[config.mk]
export PLATFORM = sky130hd
export DESIGN_NAME = dispatch_tag_stage
export DESIGN_NICKNAME = d
export VERILOG_FILES = /design/src/rtl/dispatch_tag_stage.sv
export SDC_FILE = /design/constraint.sdc
export NUM_CORES = 1
export LEC_CHECK = 0
export CORE_AREA = 2 2 210 212
export CTS_BUF_LIST = sky130_fd_sc_hd__clkbuf_2
export DETAILED_ROUTE_END_ITERATION = 6
export DIE_AREA = 0 0 212 214
export GPL_TIMING_DRIVEN = 0
export PLACE_DENSITY = 0.59
export RECOVER_POWER = 50
export SETUP_SLACK_MARGIN = 0.05
export SLEW_MARGIN = 20
export SYNTH_ARGS = -nofsm -noshare
export SYNTH_HDL_FRONTEND = slang
export SYNTH_SLANG_ARGS = --single-unit
[constraint.sdc]
create_clock -name clk -period 7.29 [get_ports clk]
set_input_delay 1.458 -clock clk [delete_from_list [all_inputs] [get_ports clk]]
set_output_delay 1.458 -clock clk [all_outputs]
set_load 0.005 [all_outputs]
[src/rtl/dispatch_tag_stage.sv]
// Dispatch tag stage: takes a 4-wide decoded group from the instruction buffer,
// gives each branch a control tag from a free bitmap, and registers the group for rename.
module dispatch_tag_stage #(
    parameter int PKT_W    = 64,
    parameter int BR_BIT   = 50,
    parameter int NUM_TAGS = 8,
    parameter int TAG_LOG  = 3
) (
    input  logic               clk,
    input  logic               reset,
    input  logic               flush_i,
    input  logic               instBufferReady_i,
    input  logic [PKT_W-1:0]   decodedPacket0_i,
    input  logic [PKT_W-1:0]   decodedPacket1_i,
    input  logic [PKT_W-1:0]   decodedPacket2_i,
    input  logic [PKT_W-1:0]   decodedPacket3_i,
    input  logic [2:0]         branchCount_i,
    input  logic               stall_i,
    input  logic               resolveValid_i,
    input  logic [TAG_LOG-1:0] resolveTag_i,
    output logic               stallBuffer_o,
    output logic               valid_o,
    output logic [PKT_W-1:0]   decodedPacket0_o,
    output logic [PKT_W-1:0]   decodedPacket1_o,
    output logic [PKT_W-1:0]   decodedPacket2_o,
    output logic [PKT_W-1:0]   decodedPacket3_o,
    output logic [TAG_LOG-1:0] tag0_o,
    output logic [TAG_LOG-1:0] tag1_o,
    output logic [TAG_LOG-1:0] tag2_o,
    output logic [TAG_LOG-1:0] tag3_o,
    output logic [3:0]         tagValid_o,
    output logic [TAG_LOG:0]   freeCount_o
);

    localparam int SLOTS = 4;

    typedef logic [PKT_W-1:0]   pkt_t;
    typedef logic [TAG_LOG-1:0] tag_t;

    pkt_t                pktIn [SLOTS];
    logic [NUM_TAGS-1:0] freeVec_q, freeVec_d;
    logic                valid_q, valid_d;
    pkt_t                pkt_q [SLOTS];
    pkt_t                pkt_d [SLOTS];
    tag_t                tag_q [SLOTS];
    tag_t                tag_d [SLOTS];
    logic [SLOTS-1:0]    tagv_q, tagv_d;

    tag_t                allocTag [SLOTS];
    logic [SLOTS-1:0]    allocValid;
    logic [NUM_TAGS-1:0] allocMask;
    logic [NUM_TAGS-1:0] avail;
    logic                found;
    logic [TAG_LOG:0]    freeCount;
    logic                hold, noTag, stallBuf, accept;

    assign pktIn[0] = decodedPacket0_i;
    assign pktIn[1] = decodedPacket1_i;
    assign pktIn[2] = decodedPacket2_i;
    assign pktIn[3] = decodedPacket3_i;

    always_comb begin
        freeCount = '0;
        for (int t = 0; t < NUM_TAGS; t++)
            freeCount = freeCount + (TAG_LOG+1)'(freeVec_q[t]);
    end

    // Oldest slot first, each branch takes the lowest tag still free this cycle.
    always_comb begin
        avail      = freeVec_q;
        allocMask  = '0;
        allocValid = '0;
        found      = 1'b0;
        for (int s = 0; s < SLOTS; s++) begin
            allocTag[s] = '0;
            found       = 1'b0;
            if (pktIn[s][BR_BIT]) begin
                for (int t = 0; t < NUM_TAGS; t++) begin
                    if (!found && avail[t]) begin
                        found         = 1'b1;
                        avail[t]      = 1'b0;
                        allocMask[t]  = 1'b1;
                        allocTag[s]   = TAG_LOG'(t);
                        allocValid[s] = 1'b1;
                    end
                end
            end
        end
    end

    assign hold     = valid_q & stall_i;
    assign noTag    = instBufferReady_i & (int'(branchCount_i) > int'(freeCount));
    assign stallBuf = ~flush_i & (hold | noTag);
    assign accept   = ~flush_i & instBufferReady_i & ~stallBuf;

    always_comb begin
        freeVec_d = freeVec_q;
        if (flush_i) begin
            freeVec_d = '1;
        end else begin
            if (accept)
                freeVec_d = freeVec_d & ~allocMask;
            if (resolveValid_i)
                freeVec_d[resolveTag_i] = 1'b1;
        end
    end

    always_comb begin
        valid_d = valid_q;
        pkt_d   = pkt_q;
        tag_d   = tag_q;
        tagv_d  = tagv_q;
        if (flush_i) begin
            valid_d = 1'b0;
            tagv_d  = '0;
        end else if (hold) begin
            valid_d = valid_q;
        end else if (accept) begin
            valid_d = 1'b1;
            pkt_d   = pktIn;
            tag_d   = allocTag;
            tagv_d  = allocValid;
        end else begin
            valid_d = 1'b0;
        end
    end

    always_ff @(posedge clk) begin
        if (!reset) begin
            freeVec_q <= '1;
            valid_q   <= 1'b0;
            tagv_q    <= '0;
            for (int s = 0; s < SLOTS; s++) begin
                pkt_q[s] <= '0;
                tag_q[s] <= '0;
            end
        end else begin
            freeVec_q <= freeVec_d;
            valid_q   <= valid_d;
            pkt_q     <= pkt_d;
            tag_q     <= tag_d;
            tagv_q    <= tagv_d;
        end
    end

    assign stallBuffer_o    = stallBuf;
    assign valid_o          = valid_q;
    assign decodedPacket0_o = pkt_q[0];
    assign decodedPacket1_o = pkt_q[1];
    assign decodedPacket2_o = pkt_q[2];
    assign decodedPacket3_o = pkt_q[3];
    assign tag0_o           = tag_q[0];
    assign tag1_o           = tag_q[1];
    assign tag2_o           = tag_q[2];
    assign tag3_o           = tag_q[3];
    assign tagValid_o       = tagv_q;
    assign freeCount_o      = freeCount;

endmodule

Word level (Yosys, flattened, before mapping)
Cells that the tools add are included.
- $add $sub $neg: 7
- magnitude comparators: 3
- mux-type cells: 185
- bitwise logic cells: 13
- reduce and logical (&&, ||, !) cells: 60
- operators with widths (cell ; count):
    two-way mux 1 bit ; 146
    two-way mux 3 bit ; 28
    two-way mux 8 bit ; 10
    logical AND 1 bit ; 29
    logical NOT 1 bit ; 28
    adder 4 x 1 -> 4 bit ; 4
    AND 8 bit ; 1
    inverter 8 bit ; 1
    OR 8 bit ; 1
    AND 1 bit ; 5
    adder 3 x 1 -> 4 bit ; 1
    greater-than comparator 3 x 4 -> 1 bit ; 1
    < comparator 3 x 4 -> 1 bit (second input constant) ; 1
    inverter 1 bit ; 4
    adder 2 x 1 -> 3 bit ; 1
    demux 1 bit (select 3 bit) ; 1
    >= comparator 3 x 1 -> 1 bit (second input constant) ; 1
    AND reduction 3 bit ; 1
    adder 1 x 1 -> 2 bit ; 1
    AND reduction 2 bit ; 1
    OR reduction 2 bit ; 1
    OR 1 bit ; 1
- register bits: 281
- input port bits: 268
- word-level logic and storage cells: 279

Longest topological paths before layout
Gate-level depths: netlist of the first run.
- word-level depth: 126
- gate-level depth with buffers: 20

Worst setup path before layout of the first run
Ideal clock, no wire load.
- path kind: reg2out
- start: reg freeVec_q[3]
- end: out stallBuffer_o
- arrival time: 3964 ps
- data required time: 5832 ps
- path slack: 1868 ps
- stages on the path, launching flop included: 17
- cells stage by stage: dfxtp_1 -> buf_2 -> buf_1 -> inv_1 -> fa_1 -> fa_1 -> fa_1 -> inv_1 -> ha_1 -> inv_1 -> fa_1 -> ha_1 -> nor2b_1 -> o21ai_0 -> a211oi_1 -> nand2_1 -> a21oi_1
- cells in the longest elaborated chain, start to end: 9
- RTL lines (element ; RTL line ; RTL):
    from (decl) ; 41 ; logic [NUM_TAGS-1:0] freeVec_q, freeVec_d;
    from (signal assigned) ; 138 ; freeVec_q <= freeVec_d;
    adder 3 x 1 -> 4 bit ; 65 ; freeCount = freeCount + (TAG_LOG+1)'(freeVec_q[t]);
    adder 4 x 1 -> 4 bit (4 in a row) ; 65 ;
    greater-than comparator 3 x 4 -> 1 bit ; 92 ; assign noTag = instBufferReady_i & (int'(branchCount_i) > int'(freeCount));
    AND 1 bit ; 92 ;
    OR 1 bit ; 93 ; assign stallBuf = ~flush_i & (hold | noTag);
    AND 1 bit ; 93 ;
    to (decl) ; 21 ; output logic stallBuffer_o,
No other way between the ends.

Worst setup path in the final report of the first run
- start: reg freeVec_q[0]
- end: out stallBuffer_o
- cells in the longest elaborated chain, start to end: 11
- RTL lines (element ; RTL line):
    adder 1 x 1 -> 2 bit ; 65
    adder 2 x 1 -> 3 bit ; 65
    adder 3 x 1 -> 4 bit ; 65
    adder 4 x 1 -> 4 bit (4 in a row) ; 65
    greater-than comparator 3 x 4 -> 1 bit ; 92
    AND 1 bit ; 92
    OR 1 bit ; 93
    AND 1 bit ; 93
No other way between the ends.

==> impl_metrics.csv, run 1 <==
group,metric,value,unit
status,status,"completed",
synth,postSynthCellCount,1468,
final_layout,n_fill_cell,4378,
sta,fmax,145.2,MHz
synth,yosys-top-cells-area,"dfxtp_1 (50%), nand2_1 (18%), a21oi_1 (13%)",
grt,grt_pass1_vias,12630,
clocking,clock_latency,1.05,ns
route,ant_nets,0,
synth,syn_avg_cell_area,7.679,um^2
sta,skew,0.08766,ns
sta,period_share,94.50,%
synth,ys_ff_latch,281,
grt,grt_max_degree,19,
setup_path,crit_start,"freeVec_q[0]",
setup_path,cp.required,5.83,ns
clocking,postCtsHoldBufs,0,
final_layout,layoutNonFillerInstCount,2732,
synth,synth_top_area_share,49.91,%
setup_path,rr_startpoint,"freeVec_q[0]",
synth,synth_edf_count,0,
die,core-area,42890,um^2
route,via_per_inst,4.641,
setup_path,rrSetupSlack,1.16,ns
sta,hold_slack,0.4520,ns
setup_path,crit_path_end_kind,"primary output",
placement,dp_hpwl,38820,um
setup_path,critPathArrivalTime,5.43,ns
run,maxCapViolCount,0,
final_layout,seqCellArea,5630,um^2
route,drt_iter0_drc,563,
worst_hold_path,whs_path_depth,2,
clocking,cts.sinks,281,
setup_path,reg2regPathDepth,19,
synth,synthFlopType,"dfxtp_1",
route,wire_per_inst,18.33,um
power_and_ir_drop,p_per_area,190.7,nW/um^2
final_layout,fin_area,18200,um^2
route,vias,12678,
worst_hold_path,hp-class,"reg2reg",
grt,grt_pass1_wl,73970,um
sta,min_period,6.889,ns
clocking,cts_tree,"built",
synth,synthesis.nets,1750,
sta,setup-violations-final,0,
worst_hold_path,hold_start,"decodedPacket3_o[39]",
die,initial_core_util,26.28,%
clocking,cts_root_buffer,"clkbuf_2",
die,rows,76,
die,die_width,212,um
clocking,clkSlewWorstSetupHoldPaths,0.08,ns
power_and_ir_drop,leakage,7.448,nW
route,dr.pass1.iters,5,
synth,synth_warnings,0,
synth,syn_area,11270,um^2
setup_path,critPathLaunchType,"flip-flop",
grt,antenna_found_initial,2,
synth,ys_seq_area_share,49.91,%
synth,synth_area_leader_cell,"dfxtp_1",
sta,drv_slew,0,
die,die_h,214,um
clocking,clock_path_buffers,3,
clocking,cts_made_buffers,79,
sta,slew-limit-headroom,28.15,%
sta,hold_violations,0,
grt,grt_use_total,21.42,%
final_layout,nets,2373,
setup_path,crit_path_max_fanout,10,
placement,io_buffers,543,
final_layout,final_layout_size_suffix_gt1_share,7.143,%
route,wl,50080,um
placement,placed_cells,2596,
clocking,cts_htree_levels,3,
synth,async_reset_ff_share,0,%
power_and_ir_drop,total_power,3.471,mW
synth,yosysUniqueCellTypes,77,
placement,routabilityCongestion,0.8921,
power_and_ir_drop,peakVddDrop,0.1365,mV
grt,grt_overflow,0,
route,drc,0,
die,io_pins,546,
clocking,post_cts.repair.setup_buffers,0,
setup_path,crit_type,"reg2out",
final_layout,multi_input_area,5150,um^2
final_layout,synthToLayoutAreaGrowth,61.48,%
sta,tightest_slew,1.076,ns
placement,placed_area,17440,um^2
die,dieArea,45370,um^2
[metal layers]
metal	track usage, %	vias up	share of wire [%]	wire, um
li1	-	6183	-	-
met1	23.93	5858	40	19930
met2	36.70	541	48	23870
met3	8.679	96	9.9	4955
met4	7.183	0	2.6	1318
met5	0	-	0	0
[layout make-up]
class / count / share of cell area [%]
sequential: 281 / 30.93
timing repair buffer: 543 / 29.86
multi-input combinational: 1056 / 28.29
tap: 585 / 4.021
clock buffer: 106 / 2.914
buffer: 109 / 2.468
clock inverter: 26 / 1.010
inverter: 21 / 0.4330
antenna: 5 / 0.06874
[critical path, cell delays in order (launching register included)]
cell,delay [ns]
dfxtp_4,0.37
buf_6,0.14
inv_2,0.07
fa_1,0.57
fa_1,0.43
fa_1,0.51
inv_1,0.05
ha_1,0.19
inv_1,0.09
fa_2,0.45
ha_1,0.30
nor2b_1,0.16
o21ai_1,0.09
a211oi_2,0.28
nand2_1,0.10
a21oi_1,0.14
clkdlybuf4s50_1,0.52
[sequential cells by signal (all words and copies together), names as in the netlist]
name / flops
decodedPacket0_o: 64
decodedPacket1_o: 64
decodedPacket2_o: 64
decodedPacket3_o: 64
freeVec_q: 8
tag0_o: 3
tag1_o: 3
tag2_o: 3
tag3_o: 3
tagValid_o: 4
valid_o: 1
[final timing paths]
path | to
worst max-delay path | stallBuffer_o
worst min register to register | decodedPacket3_o[39]
worst min-delay path | decodedPacket3_o[39]
worst max register to register | decodedPacket0_o[53]
[Yosys cell counts, types with 3 or more instances]
library cell  count
ha_1             10
nor2b_1           5
xor2_1            3
clkbuf_1         96
o221ai_1          3
and2_1            3
a31oi_1           4
and3_1            4
buf_2             6
nand4_1           3
a22oi_1           3
o2111ai_1         3
nand2b_1          7
nor2_1           21
buf_1             5
or2_2             6
fa_1              4
maj3_1            4
a311oi_1          3
inv_1            20
xnor2_1           3
dfxtp_1         281
a211oi_1          7
o21bai_1          3
nand3b_1          3
nand2_1         554
nand3_1          15
a21oi_1         289
o21ai_0          26
nor3_1           11
o211ai_1          3
[cells in the final DEF, fill, tap and decap left out, drive strengths merged, types with 5 or more instances in the layout]
master,Yosys,layout
dfxtp,281,281
o21ai,28,28
diode,0,5
nor2b,5,5
clkdlybuf4s50,0,270
nor3,12,12
nand3,15,15
ha,10,10
clkbuf,97,203
a2111oi,5,5
clkinv,1,19
a21oi,290,290
buf,13,12
a211oi,7,7
nand2,554,554
nand2b,7,7
inv,20,24
or2,6,6
dlygate4sd3,0,273
nor2,22,22
[kinds of logic after synthesis]
logic type | count (synthesis) | share of synthesized area, %
adders and majority gates | 18 | 2.176
AOI/OAI and AO/OA | 380 | 19.21
and+or+nand+nor | 650 | 23.51
buffers and inverters | 131 | 4.540
xor gates and xnor gates | 6 | 0.4663
muxes | 2 | 0.1887
DFF | 281 | 49.91
[report_power, final]
| group | total, mW | switching, mW | internal [mW] |
|---|---|---|---|
| clock | 1.19 | 0.689 | 0.500 |
| combinational | 0.624 | 0.303 | 0.320 |
| sequential | 1.66 | 0.0408 | 1.62 |
[what timing repair did]
action,4_1_cts,5_1_grt
endpoints found under the setup margin,1,1
pin swaps,0,3
resized for setup,1,19
[metrics by stage]
step           setup TNS, ns  worst slack [ns]  utilization, %
3_3_place_gp               0            0.6043           40.66
2_1_floorplan              0             1.868               -
3_5_place_dp               0            0.4918           40.66
6_report                   0            0.4013           42.44
5_1_grt           -0.0002536        -0.0002536           42.44
4_1_cts                    0           0.05667           42.33
Note: power is estimated with default switching activity, not from simulation.
==> run 2, diff against run 1 <==
--- a/constraint.sdc
+++ b/constraint.sdc
@@ -3,2 +3,2 @@
 set_output_delay 1.458 -clock clk [all_outputs]
-set_load 0.005 [all_outputs]
+set_load 0.02 [all_outputs]
==> impl_metrics.csv, run 2 (synthesized netlist as in run 1, its figures left out) <==
group,metric,value,unit
placement,routabilityCongestion,0.8921,
power_and_ir_drop,peakVddDrop,0.1367,mV
final_layout,n_fill_cell,4388,
final_layout,fin_area,18170,um^2
grt,grt_use_total,21.42,%
setup_path,crit_path_end_kind,"primary output",
clocking,cts_tree,"built",
sta,hold_violations,0,
setup_path,cp.required,5.83,ns
route,wl_met2,23770,um
sta,period_share,92.09,%
clocking,clock_path_buffers,3,
setup_path,crit_type,"reg2out",
sta,setup-violations-final,0,
route,routed.top_layer,"met4",
placement,placed_area,17440,um^2
placement,placed_cells,2596,
die,io_pins,546,
route,via_per_inst,4.633,
power_and_ir_drop,leakage,7.442,nW
clocking,clkSlewWorstSetupHoldPaths,0.08,ns
grt,grt_max_degree,19,
sta,min_period,6.713,ns
die,dieArea,45370,um^2
grt,grt_overflow,0,
die,initial_core_util,26.28,%
final_layout,final_util,42.36,%
clocking,cts_root_buffer,"clkbuf_2",
placement,io_buffers,543,
clocking,cts_made_buffers,79,
die,die_width,212,um
grt,grt_pass1_vias,12630,
placement,place_ws,0.4918,ns
route,drt_iter0_drc,608,
final_layout,nets,2373,
sta,skew,0.08550,ns
route,dr.pass1.iters,5,
final_layout,seqCellArea,5625,um^2
clocking,cts_htree_levels,3,
final_layout,layoutNonFillerInstCount,2733,
placement,dp_hpwl,38820,um
clocking,cts.sinks,281,
sta,fmax,149.0,MHz
final_layout,multi_input_area,5140,um^2
sta,slew-limit-headroom,29.07,%
route,wl,50000,um
status,status,"completed",
power_and_ir_drop,p_per_area,196.3,nW/um^2
final_layout,final_cell_mix,"nand2_1 (554), a21oi_1 (289), dfxtp_1 (281)",
sta,fin_tns_setup,0,ns
grt,antenna_found_initial,2,
route,vias,12663,
final_layout,synthToLayoutAreaGrowth,61.18,%
route,wire_per_inst,18.30,um
route,drt-met1-wl,19760,um
clocking,post_cts.repair.setup_buffers,0,
die,die_h,214,um
setup_path,critPathArrivalTime,5.26,ns
die,rows,76,
sta,rsz0062_at_grt,"no",
route,ant_nets,0,
setup_path,critPathLaunchType,"flip-flop",
sta,setup_slack,0.5769,ns
setup_path,crit_path_max_fanout,10,
sta,tightest_slew,1.062,ns
clocking,clock_latency,1.05,ns
grt,grt_pass1_wl,73970,um
sta,drv_slew,0,
worst_hold_path,hp-class,"reg2reg",
final_layout,layout_commonest_cell,"nand2_1",
final_layout,final_layout_size_suffix_gt1_share,6.956,%
route,drc,0,
die,core-area,42890,um^2
run,maxCapViolCount,0,
route,wl_met3,5118,um
==> run 2: cell types whose count changed in the layout (fill, tap and decap cells not counted), sizes merged <==
cell           delta
clkdlybuf4s50     -1
diode             +1
clkbuf            +2
buf               -1
==> run 2: path summary, 6_finish.rpt <==
check	from	to	slack, ns	depth (start not counted)
worst max-delay path	freeVec_q[0]	stallBuffer_o	0.58	16
worst min-delay path	decodedPacket3_o[39]	decodedPacket3_o[39]	0.45	2
worst max register to register	freeVec_q[0]	decodedPacket0_o[53]	1.05	19
worst min register to register	decodedPacket3_o[39]	decodedPacket3_o[39]	0.45	2
==> run 2: metrics by stage <==
step	hold slack (ns)	total power, mW
floorplan	0.5302	2.015
global placement	0.4416	2.442
detailed placement	0.4455	2.450
CTS	0.4574	3.663
global route	0.4682	3.764
finish	0.4520	3.567
==> run 2: worst max-delay path: stages, from the launching register on <==
cell and delay [ns]:
dfxtp_1 0.38, clkbuf_4 0.22, inv_1 0.12, fa_1 0.58
fa_1 0.43, fa_1 0.51, inv_1 0.05, ha_1 0.19
inv_1 0.07, fa_1 0.45, ha_1 0.30, nor2b_1 0.14
o21ai_0 0.12, a211oi_2 0.29, nand2_1 0.10, a21oi_1 0.14
clkbuf_2 0.19
==> run 2: power breakdown <==
| group | internal, mW | leakage, nW | switching (mW) |
|---|---|---|---|
| clock network | 0.500 | 0.535 | 0.690 |
| registers | 1.62 | 2.29 | 0.0406 |
| logic | 0.321 | 4.61 | 0.399 |
==> run 2: repair_timing <==
action                     in CTS  in global routing
resized for setup               2                  5
setup endpoints to repair       1                  1
pin swaps                       0                  1
hold buffers                    0                  0
==> run 2: layout make-up <==
cell class	instances	area share, %
flip-flops and latches	281	30.96
diodes	6	0.08264
clock buffers	106	2.920
plain buffers	109	2.383
inverters	21	0.4339
well taps	585	4.029
repair buffers	543	29.89
clock inverters	26	1.012
multi-input cells	1056	28.29
==> run 2: per-layer routing <==
| metal | track usage [%] | vias up |
|---|---|---|
| met5 | 0 | - |
| met4 | 7.183 | 0 |
| met3 | 8.679 | 100 |
| met2 | 36.70 | 554 |
| met1 | 23.93 | 5822 |
| li1 | - | 6187 |
